### src/rtl/countdown_pkg.sv
// Shared types and helpers for the mm:ss countdown timer: FSM state encoding,
// BCD digit type and the preset clamp.
package countdown_pkg;

    typedef enum logic [1:0] {
        ST_IDLE  = 2'd0,
        ST_RUN   = 2'd1,
        ST_PAUSE = 2'd2,
        ST_DONE  = 2'd3
    } state_t;

    typedef logic [3:0] digit_t;

    localparam digit_t BCD_MAX_UNIT = 4'd9;

    // Saturate an out-of-range preset digit to the largest legal value.
    function automatic digit_t clamp_digit(input digit_t d, input digit_t max_val);
        return (d > max_val) ? max_val : d;
    endfunction

endpackage

### src/rtl/bcd_down_mod60.sv
// Two-digit BCD down counter (MAX_TENS9 .. 00) with synchronous load.
// borrow_out fires when a decrement is requested at 00, i.e. on wrap.
module bcd_down_mod60
    import countdown_pkg::*;
#(
    parameter int MAX_TENS = 5
) (
    input  logic       clk,
    input  logic       rst_n,
    input  logic       en,
    input  logic       load,
    input  logic [3:0] load_tens,
    input  logic [3:0] load_units,
    output logic [3:0] tens,
    output logic [3:0] units,
    output logic       is_zero,
    output logic       borrow_out
);

    localparam digit_t TENS_TOP = digit_t'(MAX_TENS);

    always_ff @(posedge clk or negedge rst_n) begin
        if (!rst_n) begin
            tens  <= '0;
            units <= '0;
        end else if (load) begin
            tens  <= load_tens;
            units <= load_units;
        end else if (en) begin
            if (units != 4'd0) begin
                units <= units - 4'd1;
            end else begin
                units <= BCD_MAX_UNIT;
                tens  <= (tens != 4'd0) ? tens - 4'd1 : TENS_TOP;
            end
        end
    end

    assign is_zero    = (tens == 4'd0) && (units == 4'd0);
    assign borrow_out = en && is_zero;

endmodule

### src/rtl/countdown_mmss.sv
// BCD mm:ss countdown timer with done pulse and timed alarm.
// Define COUNTDOWN_AUTO_RELOAD_EN for periodic reload from the last preset.
module countdown_mmss
    import countdown_pkg::*;
#(
    parameter int ALARM_TICKS = 3,
    parameter int MAX_TENS    = 5
) (
    input  logic       clk,
    input  logic       rst_n,
    input  logic       tick,
    input  logic       load,
    input  logic [3:0] set_m1,
    input  logic [3:0] set_m0,
    input  logic [3:0] set_s1,
    input  logic [3:0] set_s0,
    input  logic       start,
    input  logic       pause,
    input  logic       clear,
    output logic [3:0] out_m1,
    output logic [3:0] out_m0,
    output logic [3:0] out_s1,
    output logic [3:0] out_s0,
    output logic       running,
    output logic       done_pulse,
    output logic       alarm
);

    localparam digit_t TENS_MAX   = digit_t'(MAX_TENS);
    localparam logic [3:0] ALARM_INIT = 4'(ALARM_TICKS);

    state_t     state_reg, state_next;
    logic [3:0] alarm_cnt_reg;
    logic       alarm_reg, done_pulse_reg, running_reg;
    logic       sec_zero, min_zero, sec_borrow, min_borrow;
    logic       count_zero, count_one;
    logic       load_acc, start_acc, dec, expiring;
    logic       cnt_load, reload_now, auto_reload;
    logic [15:0] preset_clamped, shadow_digits, ld_digits;

    assign preset_clamped = {clamp_digit(set_m1, TENS_MAX), clamp_digit(set_m0, BCD_MAX_UNIT),
                             clamp_digit(set_s1, TENS_MAX), clamp_digit(set_s0, BCD_MAX_UNIT)};

    assign count_zero = min_zero && sec_zero;
    assign count_one  = min_zero && (out_s1 == 4'd0) && (out_s0 == 4'd1);
    assign load_acc   = load && !clear && (state_reg != ST_RUN);
    assign start_acc  = start && !clear && !load_acc && !count_zero &&
                        ((state_reg == ST_IDLE) || (state_reg == ST_PAUSE));
    assign dec        = tick && !clear && !pause && (state_reg == ST_RUN);
    assign expiring   = dec && count_one;

`ifdef COUNTDOWN_AUTO_RELOAD_EN
    logic [15:0] shadow_reg;
    logic        reload_pending_reg;

    always_ff @(posedge clk or negedge rst_n) begin
        if (!rst_n) begin
            shadow_reg         <= '0;
            reload_pending_reg <= 1'b0;
        end else begin
            if (load_acc)
                shadow_reg <= preset_clamped;
            reload_pending_reg <= expiring && auto_reload;
        end
    end

    assign auto_reload   = (shadow_reg != 16'd0);
    assign reload_now    = reload_pending_reg && !clear;
    assign shadow_digits = shadow_reg;
`else
    assign auto_reload   = 1'b0;
    assign reload_now    = 1'b0;
    assign shadow_digits = '0;
`endif

    // A minutes borrow only happens when decrementing from 00:00; reload zeros to hold.
    always_comb begin
        cnt_load  = 1'b1;
        ld_digits = '0;
        if (clear)
            ld_digits = '0;
        else if (load_acc)
            ld_digits = preset_clamped;
        else if (reload_now)
            ld_digits = shadow_digits;
        else if (!min_borrow)
            cnt_load = 1'b0;
    end

    bcd_down_mod60 #(.MAX_TENS(MAX_TENS)) u_sec (
        .clk        (clk),
        .rst_n      (rst_n),
        .en         (dec),
        .load       (cnt_load),
        .load_tens  (ld_digits[7:4]),
        .load_units (ld_digits[3:0]),
        .tens       (out_s1),
        .units      (out_s0),
        .is_zero    (sec_zero),
        .borrow_out (sec_borrow)
    );

    bcd_down_mod60 #(.MAX_TENS(MAX_TENS)) u_min (
        .clk        (clk),
        .rst_n      (rst_n),
        .en         (sec_borrow),
        .load       (cnt_load),
        .load_tens  (ld_digits[15:12]),
        .load_units (ld_digits[11:8]),
        .tens       (out_m1),
        .units      (out_m0),
        .is_zero    (min_zero),
        .borrow_out (min_borrow)
    );

    always_comb begin
        state_next = state_reg;
        if (clear)
            state_next = ST_IDLE;
        else if (load_acc)
            state_next = ST_IDLE;
        else if (start_acc)
            state_next = ST_RUN;
        else if (pause && (state_reg == ST_RUN))
            state_next = ST_PAUSE;
        else if (expiring)
            state_next = auto_reload ? ST_RUN : ST_DONE;
    end

    always_ff @(posedge clk or negedge rst_n) begin
        if (!rst_n) begin
            state_reg      <= ST_IDLE;
            running_reg    <= 1'b0;
            done_pulse_reg <= 1'b0;
            alarm_reg      <= 1'b0;
            alarm_cnt_reg  <= '0;
        end else begin
            state_reg      <= state_next;
            running_reg    <= (state_next == ST_RUN);
            done_pulse_reg <= expiring;
            if (clear || load_acc) begin
                alarm_reg     <= 1'b0;
                alarm_cnt_reg <= '0;
            end else if (expiring) begin
                alarm_reg     <= 1'b1;
                alarm_cnt_reg <= ALARM_INIT;
            end else if (alarm_reg) begin
                // Alarm falls one cycle after the counter has run out.
                if (alarm_cnt_reg == 4'd0)
                    alarm_reg <= 1'b0;
                else if (tick)
                    alarm_cnt_reg <= alarm_cnt_reg - 4'd1;
            end
        end
    end

    assign running    = running_reg;
    assign done_pulse = done_pulse_reg;
    assign alarm      = alarm_reg;

endmodule

### config.mk
export PLATFORM = sky130hd
export DESIGN_NAME = countdown_mmss
export DESIGN_NICKNAME = d
export VERILOG_FILES = /design/src/rtl/countdown_pkg.sv /design/src/rtl/bcd_down_mod60.sv /design/src/rtl/countdown_mmss.sv
export SDC_FILE = /design/constraint.sdc
export NUM_CORES = 1
export LEC_CHECK = 0
export ABC_AREA = 1
export ABC_CLOCK_PERIOD_IN_PS = 4870
export CORE_MARGIN = 10
export CORE_UTILIZATION = 53
export CTS_CLUSTER_DIAMETER = 120
export DETAILED_ROUTE_END_ITERATION = 7
export PLACE_DENSITY = 0.85
export SYNTH_ARGS = -nofsm -noshare
export SYNTH_HDL_FRONTEND = slang
export SYNTH_SLANG_ARGS = --single-unit
### constraint.sdc
create_clock -name clk -period 4.87 [get_ports clk]
set_clock_uncertainty 0.2 [all_clocks]
set_input_delay 0.974 -clock clk [delete_from_list [all_inputs] [get_ports clk]]
set_output_delay 0.974 -clock clk [all_outputs]
set_load 0.005 [all_outputs]
# After elaboration in Yosys (flattened, before gate mapping)
# Cells that the tools add are included.
# classes
shift	0
magnitude_cmp	4
bitwise	0
reduce_logical	41
div_mod_pow	0
n_eq_ne	8
muxes	37
n_mul	0
addsub	5
# ops
cell	n
$mux W4	23
$mux W16	2
$logic_not A4 Y1	5
$sub A4 B1 Y4 const B	5
$logic_and A1 B1 Y1	18
$reduce_bool A4 Y1	4
$mux W2	5
$gt A4 B3 Y1 const B	2
$gt A4 B4 Y1 const B	2
$mux W1	7
$reduce_bool A3 Y1	2
$eq A2 B1 Y1 const B	2
$eq A4 B1 Y1 const B	1
$logic_not A1 Y1	4
$ne A2 B2 Y1 const B	2
$reduce_and A2 Y1	2
$reduce_bool A2 Y1	2
$ne A3 B3 Y1 const B	1
$reduce_and A3 Y1	1
$eq A2 B2 Y1 const B	1
$logic_not A2 Y1	1
$logic_or A1 B1 Y1	2
$ne A2 B1 Y1 const B	1
# word_totals
latch_bits	0
rom_bits	0
ff_bits	25
out_inout_bits	19
mem_count	0
inputBits	23
mem_bits_rw	0

# Depth between registers and ports, before layout
# logic_depth
word_depth	11
depth_mapped	10

# Hierarchy
# A second synthesis with hierarchy kept.
# hier_totals
hier_cells	246
area_unflattened_um2	1757.9
# modules_own_cells
mod	area_per_inst_um2	instances	cells_per_inst	seq_area_each_um2
bcd_down_mod60	530.5	2	70	200.2
countdown_mmss	696.9	1	106	225.2

# Worst setup path before layout
# No wires, ideal clock.
# synth_timing
kind	in2reg
from	in clear
to	reg u_sec.tens[0]
path_stages	9
required_time_ns	4.546
t_arrival_ns	1.789
setup_time_ns	0.124
slack_ns	2.757
n_path_buf	1
path_cell_list	inv_2 -> nand3_1 -> nor2_4 -> nand3_4 -> buf_6 -> nand3b_1 -> nand2_1 -> nand2_1 -> nand2_1
# synth_between
elab_chain_len	11
# synth_lines
element	line_no	text
start, declared	countdown_mmss.sv:19	input logic clear,
$logic_not A1 Y1	countdown_mmss.sv:46, countdown_mmss.sv:49	
$logic_and A1 B1 Y1 (3 in a row)	countdown_mmss.sv:49	assign dec = tick && !clear && !pause && (state_reg == ST_RUN);
$logic_and A1 B1 Y1 (2 in a row)	bcd_down_mod60.sv:40	assign borrow_out = en && is_zero;
$mux W1	countdown_mmss.sv:86	else if (!min_borrow)
$mux W1	countdown_mmss.sv:82	else if (load_acc)
$mux W1	countdown_mmss.sv:80	if (clear)
$ne A2 B2 Y1 (no line) or $reduce_bool A2 Y1 (tied branches)	-	
$reduce_and A2 Y1 (no line)	-	
end signal, assigned	bcd_down_mod60.sv:27	tens <= load_tens;
end signal, assigned	bcd_down_mod60.sv:34	tens <= (tens != 4'd0) ? tens - 4'd1 : TENS_TOP;
end, declared	bcd_down_mod60.sv:14	output logic [3:0] tens,
# Parallel ways exist; a longest one is shown, timed or not.
# A chain may end at the register's enable or synchronous reset.

# Final worst setup path
# layout_timing
from	reg u_min.units[0]
to	out out_m0[0]
# layout_lines
element	line_no	text
start, declared	bcd_down_mod60.sv:15	output logic [3:0] units,
start signal, assigned	bcd_down_mod60.sv:28	units <= load_units;
start signal, assigned	bcd_down_mod60.sv:31	units <= units - 4'd1;
end, declared	countdown_mmss.sv:21	output logic [3:0] out_m0,
# No word-level cell between the ends.

==> impl_metrics.env <==
export IMPL_wl_um=4090
export IMPL_crit_family="buffers and inverters"
export IMPL_crit_type="reg2out"
export IMPL_setup_viol=0
export IMPL_whs_ns=0.351
export IMPL_max_slew_margin_pct=73.0
export IMPL_finalPower_mw=0.628
export IMPL_power_frac_clock_pct=15.6
export IMPL_hold_violations=0
export IMPL_cts_setup_buffers=0
export IMPL_pwr_share_seq_pct=44.2
export IMPL_via_per_inst=5.08
export IMPL_p_switching_mw=0.239
export IMPL_synth_area_um2=1690
export IMPL_hold_path_class="reg2reg"
export IMPL_area_delta_synth_final_pct=27.5
export IMPL_yosys_warnings=0
export IMPL_cts_sinks=25
export IMPL_grt_usage_pct=14.2
export IMPL_fin_crit_sh_pct=52.1
export IMPL_switching_share_pct=38.0
export IMPL_vias=1676
export IMPL_critPathLaunchType="register"
export IMPL_async_reset_ff_share_pct=100
export IMPL_drtIter0Drc=140
export IMPL_diodes=0
export IMPL_slowest_delay_ns=0.54
export IMPL_clk_transition_reported_paths_ns=0.15
export IMPL_critPathMaxFanout=6
export IMPL_grt_overflow_total=0
export IMPL_syn_avg_cell_area_um2=6.94
export IMPL_antenna_found_initial=0
export IMPL_grt_pass1_wl_um=7070
export IMPL_nets=312
export IMPL_r2r_cells=10
export IMPL_core_um2=3050
export IMPL_drc_errors=0
export IMPL_report_final_slew_viol_count=0
export IMPL_final_cells=330
export IMPL_fin_ws_ns=2.33
export IMPL_rows=20
export IMPL_worst_path_buf_inv=1
export IMPL_cts_buffers=3
export IMPL_synth_edf_count=0
export IMPL_first_pass_iters=4
export IMPL_tns_ns=0
export IMPL_start_util_pct=55.5
export IMPL_grt_pass1_vias=1604
export IMPL_fp_dieArea_um2=5850
export IMPL_io_pins=42
export IMPL_final_area_um2=2160
export IMPL_ant_nets=0
export IMPL_ir_drop_mv=0.151
export IMPL_place_hpwl_um=3220
export IMPL_fin_crit_ns=2.54
export IMPL_synth_seq_cells=25
export IMPL_fp_dieH_um=76.5
export IMPL_tightest_slew_ns=0.404
export IMPL_status="complete, no violations"
export IMPL_rsz0062_at_grt="false"
export IMPL_portBuffers=41
export IMPL_fp_dieW_um=76.5
export IMPL_cp_cell_sequence="clkdlybuf4s50_1"
export IMPL_slowest_stage="clkdlybuf4s50_1"
export IMPL_grt_max_degree=26
export IMPL_cp_arrival_ns=1.36
export IMPL_routabilityCongestion=0.873
export IMPL_wl_per_cell_um=12.4
export IMPL_synthFlopType="dfrtp_1"
export IMPL_htree_levels=1
export IMPL_clkLatencyLatePin_ns=0.33
export IMPL_power_density_nw_per_um2=291
export IMPL_dpl_cell_count=326
export IMPL_drive_gt1_share_pct=9.09
export IMPL_fmax_mhz=394
export IMPL_postLayoutCoreUtil_pct=70.7
export IMPL_endpoint_kind="primary output"
export IMPL_place_ws_ns=2.02
export IMPL_cp_num_cells=1
export IMPL_ctsResizeCount=0
export IMPL_drv_cap=0
export IMPL_cts_tree="built"
export IMPL_synth_distinct_cells=32
export IMPL_whs_path_depth=2
export IMPL_syn_nets=269
export IMPL_synth_seq_area_share_pct=37.0
export IMPL_p_leak_nw=1.08
export IMPL_synthCells=244
export IMPL_cts_buffer_depth=2
export IMPL_postCtsHoldBufs=0
export IMPL_required_ns=3.70
export IMPL_dpl_cell_area_um2=2130
export IMPL_internal_power_mw=0.389
export IMPL_comb_power_share_pct=40.2
export IMPL_cts_root_buf="clkbuf_4"
==> cells by family (layout without fill, tap and decap cells) <==
group	Yosys count	count (layout)	synth area share [%]
xor gates and xnor gates	1	1	0.517
and+or+nand+nor	149	149	41.2
adders and majority gates	2	2	1.48
buffers and inverters	36	78	9.16
DFF	25	25	37.0
AOI/OAI and AO/OA	31	31	10.7
==> power groups by stage <==
| stage | Sequential, mW | Clock (mW) | Combinational [mW] |
|---|---|---|---|
| CTS | 0.277 | 0.0986 | 0.255 |
| finish | 0.278 | 0.0977 | 0.253 |
| detailed placement | 0.281 | 0 | 0.254 |
| global placement | 0.281 | 0 | 0.248 |
| floorplan | 0.277 | 0 | 0.149 |
| global route | 0.284 | 0.104 | 0.286 |
==> path summary, 6_finish.rpt <==
kind | startpoint | to | slack (ns)
worst max-delay path | u_min.units[0] | out_m0[0] | 2.33
worst min-delay path | u_sec.tens[3] | u_sec.tens[3] | 0.35
worst max register to register | state_reg[1] | u_sec.units[2] | 2.95
worst min register to register | u_sec.tens[3] | u_sec.tens[3] | 0.35
max in group asynchronous | rst_n | state_reg[0] | 3.44
min in group asynchronous | rst_n | u_sec.tens[0] | 0.78
==> synth_stat cells, types with 4 or more instances <==
cell type / instances / area, um^2
a21oi_1: 6 / 30.0
dfrtp_1: 25 / 626
inv_1: 26 / 97.6
inv_2: 5 / 18.8
nand2_1: 81 / 304
nand3_1: 23 / 115
nand4_1: 4 / 25.0
nor2_1: 19 / 71.3
o21ai_0: 17 / 85.1
==> cell usage in the layout (no fill, tap or decap), types with 2 or more instances in the layout <==
master and instances:
o211ai_1 3, a21oi_1 6, clkdlybuf4s50_1 41, nor3_1 3
inv_2 5, nand3_2 2, nand2_2 3, o21ai_0 17
nand3b_1 2, inv_1 26, nand2_4 2, ha_1 2
dfrtp_1 25, clkbuf_4 3, nor2_4 3, nand4_1 4
nor2_1 19, nand2_1 81, nor2_2 3, nand3_1 23
==> layout make-up <==
cell class                 count  area [um^2]
inverter                      32          120
tap                           44         55.1
sequential                    25          626
clock buffer                   3         22.5
clock inverter                 1         5.00
fill                         277          895
timing repair buffer          42          418
multi-input combinational    183          912
==> per-layer routing <==
layer / share of wire, % / routed length [um] / vias up / track usage, %
met1: 46 / 1890 / 759 / 16.6
met2: 47 / 1910 / 46 / 24.4
met4: 2.1 / 85 / 0 / 6.13
met5: 0 / 0 / - / 0
met3: 5.1 / 208 / 6 / 2.71
li1: - / - / 865 / -
No activity file was read; power rests on OpenSTA's default activity.
==> RTL edit 1 (same flow settings) <==
Build with the macro `COUNTDOWN_AUTO_RELOAD_EN` defined.
--- a/src/rtl/countdown_mmss.sv
+++ b/src/rtl/countdown_mmss.sv
@@ -1,4 +1,6 @@
 // BCD mm:ss countdown timer with done pulse and timed alarm.
 // Define COUNTDOWN_AUTO_RELOAD_EN for periodic reload from the last preset.
+`define COUNTDOWN_AUTO_RELOAD_EN
+
 module countdown_mmss
     import countdown_pkg::*;
Behaviour: not the same (a bounded check fails within 4 cycles, from zero or initial values and one cycle with rst_n low).
==> RTL edit 1 against the unedited design <==
Synthesized cell count increased by 43%; die area is 40% higher; final area up 47%; sequential cell count rose by 17; area after synthesis grew 55%; first-iteration DRC count rose by 13%; routed wire length grew 45%; sequential power is 56% higher; final cell count increased by 40%; via count increased by 39%; combinational power rose by 21%; power grew 55%; setup slack better by 0.0015 ns; critical path type is now input pin to flip-flop.
==> RTL edit 1: results (changes against the unedited design) <==
Parameter                              Value

Outcome
  Run status ... finished clean

Place
  RePlAce Congestion ... 0.8336 (-4.5%)
  # placed instances ... 453 (+39%)
  Worst Setup Slack post-DPL ... 2.042 ns (+0.02477 ns)
  Cell area reported after detailed placement ... 3080 um2 (+45%)

Setup path
  Worst path arrival time ... 2.58 ns (+1.22 ns)
  Worst Reg-to-Reg Cells ... 9 (-1)
  Highest net fanout along the worst path ... 21 (+15)
  Setup slack of the worst register-to-register path ... 3.05 ns (+0.10 ns)
  Critical path capture point ... u_sec.tens[0]$_DFFE_PN0P_
  Origin of the worst setup path ... load
  Worst r2r src ... state_reg[0]$_DFF_PN0_

Logic synthesis
  Most frequent cells after synthesis ... 111 x sky130_fd_sc_hd__nand2_1, 42 x sky130_fd_sc_hd__dfrtp_1, 39 x sky130_fd_sc_hd__inv_1
  Synth unique cells ... 36 (+13%)
  Synthesized netlist net count ... 374 (+39%)
  Mean area per synthesized cell ... 7.529 um2 (+8.5%)
  Top area cells in the synthesized netlist ... sky130_fd_sc_hd__dfrtp_1 40%, sky130_fd_sc_hd__nand2_1 16%, sky130_fd_sc_hd__inv_1 5.6%

GRT
  Maximum number of pins on one net before global-route repair ... 43 (+65%)
  Wire length of the first global-routing pass ... 10410 um (+47%)
  Vias in the first global route ... 2374 (+48%)

Clock network
  CTS Buf Count ... 5 (+2)
  Buffer type at the clock tree root ... sky130_fd_sc_hd__clkbuf_8
  CTS H-tree depth ... 2 (+1)
  Clock latency on the worst-skew pair ... 0.30 ns (-0.03 ns)
  Clock input transition at the sequential cells of the worst setup and hold paths ... 0.08 ns (-0.07 ns)

Timing
  Final hold slack ... 0.3211 ns (-0.02941 ns)
  Pin slew with the least headroom to its limit ... 0.9354 ns (+0.5310 ns)

Power
  Net Sw Frac ... 34.48% (-3.6 points)
  Maximum resistive drop on vdd ... 0.1892 mV (+25%)
  Pleak ... 1.590 nW (+47%)

Route
  First DRT Iteration DRCs ... 158 (+13%)

Cells and area
  Fraction of final layout cells with drive strength greater than 1 ... 11.93% (+2.8 points)
  Number of nets in the layout ... 418 (+34%)
  Number of fill cells ... 422 (+52%)
  Layout Utilization ... 66.71% (-4.0 points)

Min path
  Hold_sp ... shadow_digits[7]$_DFFE_PN0N_
RTL edit 1: logic make-up after synthesis:
| kind of cell | after synthesis | synth area share [%] |
|---|---|---|
| buffers and inverters | 50 | 8.143 |
| DFF | 42 | 40.00 |
| and+or+nand+nor | 208 | 39.33 |
| adders and majority gates | 2 | 0.9522 |
| xor gates and xnor gates | 5 | 1.667 |
| AOI/OAI and AO/OA | 42 | 9.906 |
RTL edit 1: how the worst min path moves through the flow:
stage | cells after the start | endpoint
floorplan | 2 | shadow_digits[6]$_DFFE_PN0N_
global route | 1 | shadow_digits[12]$_DFFE_PN0N_
detailed placement | 2 | u_min.tens[3]$_DFFE_PN0P_
finish | 2 | shadow_digits[7]$_DFFE_PN0N_
CTS | 2 | u_min.tens[3]$_DFFE_PN0P_
global placement | 2 | u_min.tens[3]$_DFFE_PN0P_
RTL edit 1: critical path, stage by stage:
cell and delay, ns:
sky130_fd_sc_hd__clkdlybuf4s50_1 0.58, sky130_fd_sc_hd__nand3_4 0.20, sky130_fd_sc_hd__inv_2 0.33, sky130_fd_sc_hd__nand2_1 0.14
sky130_fd_sc_hd__o21ai_2 0.09, sky130_fd_sc_hd__nand2_1 0.08, sky130_fd_sc_hd__nand2_1 0.07, sky130_fd_sc_hd__nand2_1 0.05
sky130_fd_sc_hd__nand2_1 0.05
RTL edit 1: layout make-up:
class	instances	share of cell area [%]
clock buffer	7	2.722
clock inverter	1	0.1578
inverter	46	5.602
multi-input combinational	257	42.96
sequential	42	33.14
tap	67	2.643
timing repair buffer	41	12.78
RTL edit 1: routing by layer:
layer	vias to the layer above	wire (um)	track usage, %
met3	7	292	4.821
met5	-	0	0
met1	1083	2558	16.90
met4	0	44	4.111
li1	1187	-	-
met2	45	3036	26.57
==> RTL edit 2 (same flow settings) <==
Without the edit above. Register the output `out_s1`, cleared by the reset; this adds one clock of latency there. The other outputs are not delayed to match.
--- a/src/rtl/countdown_mmss.sv
+++ b/src/rtl/countdown_mmss.sv
@@ -30,4 +30,6 @@
     localparam logic [3:0] ALARM_INIT = 4'(ALARM_TICKS);
 
+    logic [3:0] out_s1_d;
+
     state_t     state_reg, state_next;
     logic [3:0] alarm_cnt_reg;
@@ -43,5 +45,5 @@
 
     assign count_zero = min_zero && sec_zero;
-    assign count_one  = min_zero && (out_s1 == 4'd0) && (out_s0 == 4'd1);
+    assign count_one  = min_zero && (out_s1_d == 4'd0) && (out_s0 == 4'd1);
     assign load_acc   = load && !clear && (state_reg != ST_RUN);
     assign start_acc  = start && !clear && !load_acc && !count_zero &&
@@ -95,5 +97,5 @@
         .load_tens  (ld_digits[7:4]),
         .load_units (ld_digits[3:0]),
-        .tens       (out_s1),
+        .tens       (out_s1_d),
         .units      (out_s0),
         .is_zero    (sec_zero),
@@ -159,4 +161,12 @@
     assign alarm      = alarm_reg;
 
+    always_ff @(posedge clk or negedge rst_n) begin
+        if (!rst_n) begin
+            out_s1 <= '0;
+        end else begin
+            out_s1 <= out_s1_d;
+        end
+    end
+
 endmodule
 
Function: changed (a bounded check fails within 4 cycles, from zero or initial values and one cycle with rst_n low).
==> RTL edit 2 against the unedited design <==
First-iteration DRC count fell by 27%; register-to-register slack got worse by 0.07 ns; final area is 9.5% higher; routed wire length grew 5.9%; area after synthesis increased by 11%; power grew 17%; final cell count is 5.5% higher; setup slack lost 0.11 ns; sequential cell count increased by 4; critical path type is now input pin to flip-flop; largest power group unchanged.
==> RTL edit 2: results (changes against the unedited design) <==
Parameter                              Value

Route
  Detailed-route wire length on metal 1 ... 1795 um (-5.0%)
  Detailed-route vias per instance ... 5.155 (+1.5%)
  Met2 Routed Length ... 2135 um (+12%)

Power
  Maximum resistive drop on vdd ... 0.1885 mV (+25%)
  Net Sw Frac ... 37.66% (-0.39 points)

GRT
  Global-route track usage on met2 ... 23.46% (-0.94 points)
  GR met3 Demand/Resource ... 6.644% (+3.9 points)
  Maximum number of pins on one net before global-route repair ... 30 (+15%)
  Wire length of the first global-routing pass ... 7355 um (+4.1%)
  Overall track demand over capacity in global routing ... 14.25% (+0.10 points)

Min path
  Hold Crit Depth ... 0 (-2)
  Capture endpoint of the worst hold path ... out_s1[3]$_DFF_PN0_

Clock network
  CTS Buf Count ... 5 (+2)

Setup path
  Setup slack of the worst register-to-register path ... 2.88 ns (-0.07 ns)
  Origin of the worst setup path ... clear
  Worst path arrival time ... 2.72 ns (+1.36 ns)
  Worst Reg-to-Reg Cells ... 8 (-2)

Cells and area
  Multi-input combinational cell count ... 192 (+4.9%)
  Number of fill cells ... 274 (-1.1%)
  Fraction of final layout cells with drive strength greater than 1 ... 9.934% (+0.84 points)
  Clk tree area frac ... 2.065% (+0.79 points)
  Non-Clock Buffer Area Fraction ... 17.68% (-1.7 points)
  Number of inverters outside the clock class in the layout ... 31 (-3.1%)
  Non-filler instance count after layout ... 348 (+5.5%)

Logic synthesis
  Most frequent cells after synthesis ... 75 x sky130_fd_sc_hd__nand2_1, 29 x sky130_fd_sc_hd__dfrtp_1, 28 x sky130_fd_sc_hd__inv_1
  Synth Instances ... 256 (+4.9%)
  Register bit count reported by yosys ... 29 (+16%)

Outcome
  Run status ... finished clean

Timing
  Pin slew with the least headroom to its limit ... 0.6621 ns (+0.2577 ns)

Place
  # placed instances ... 340 (+4.3%)
  RePlAce Congestion ... 0.8836 (+1.2%)
-- RTL edit 2: cell types whose count changed in the layout (fill, tap and decap cells not counted), sizes merged, moves of 2 or more --
cell	unedited run	this run
nor2	25	30
nand3	26	28
nand2	86	84
a21oi	6	11
clkbuf	3	8
o2111ai	0	3
o21ai	18	21
dfrtp	25	29
o211ai	4	1
-- RTL edit 2: power groups by stage --
| stage | registers (mW) | clock network (mW) | logic [mW] |
|---|---|---|---|
| CTS | 0.316 | 0.141 | 0.285 |
| detailed placement | 0.321 | 0 | 0.283 |
| global placement | 0.320 | 0 | 0.279 |
| finish | 0.316 | 0.137 | 0.283 |
| global route | 0.322 | 0.152 | 0.319 |
| floorplan | 0.315 | 0 | 0.177 |
-- RTL edit 2: cell families after synthesis --
group / share of synthesized area (%)
simple gates: 37.92
compound gates: 13.02
buf+inv: 8.077
flops: 38.72
xor+xnor: 0.9348
fa+ha+maj: 1.335
-- RTL edit 2: per-stage QoR --
step | setup slack (ns) | power (mW)
6_report | 2.226 | 0.7362
3_5_place_dp | 1.883 | 0.6043
3_3_place_gp | 1.982 | 0.5984
2_1_floorplan | 2.768 | 0.4918
4_1_cts | 2.236 | 0.7422
5_1_grt | 2.003 | 0.7935
-- RTL edit 2: critical path: stages --
cell,delay (ns)
sky130_fd_sc_hd__clkdlybuf4s50_1,0.49
sky130_fd_sc_hd__inv_2,0.11
sky130_fd_sc_hd__nand2_1,0.06
sky130_fd_sc_hd__nor2_1,0.53
sky130_fd_sc_hd__nand2_1,0.14
sky130_fd_sc_hd__nor2_1,0.13
sky130_fd_sc_hd__a21oi_1,0.06
sky130_fd_sc_hd__nand2_1,0.10
sky130_fd_sc_hd__nand2_1,0.06
sky130_fd_sc_hd__nand2_1,0.06
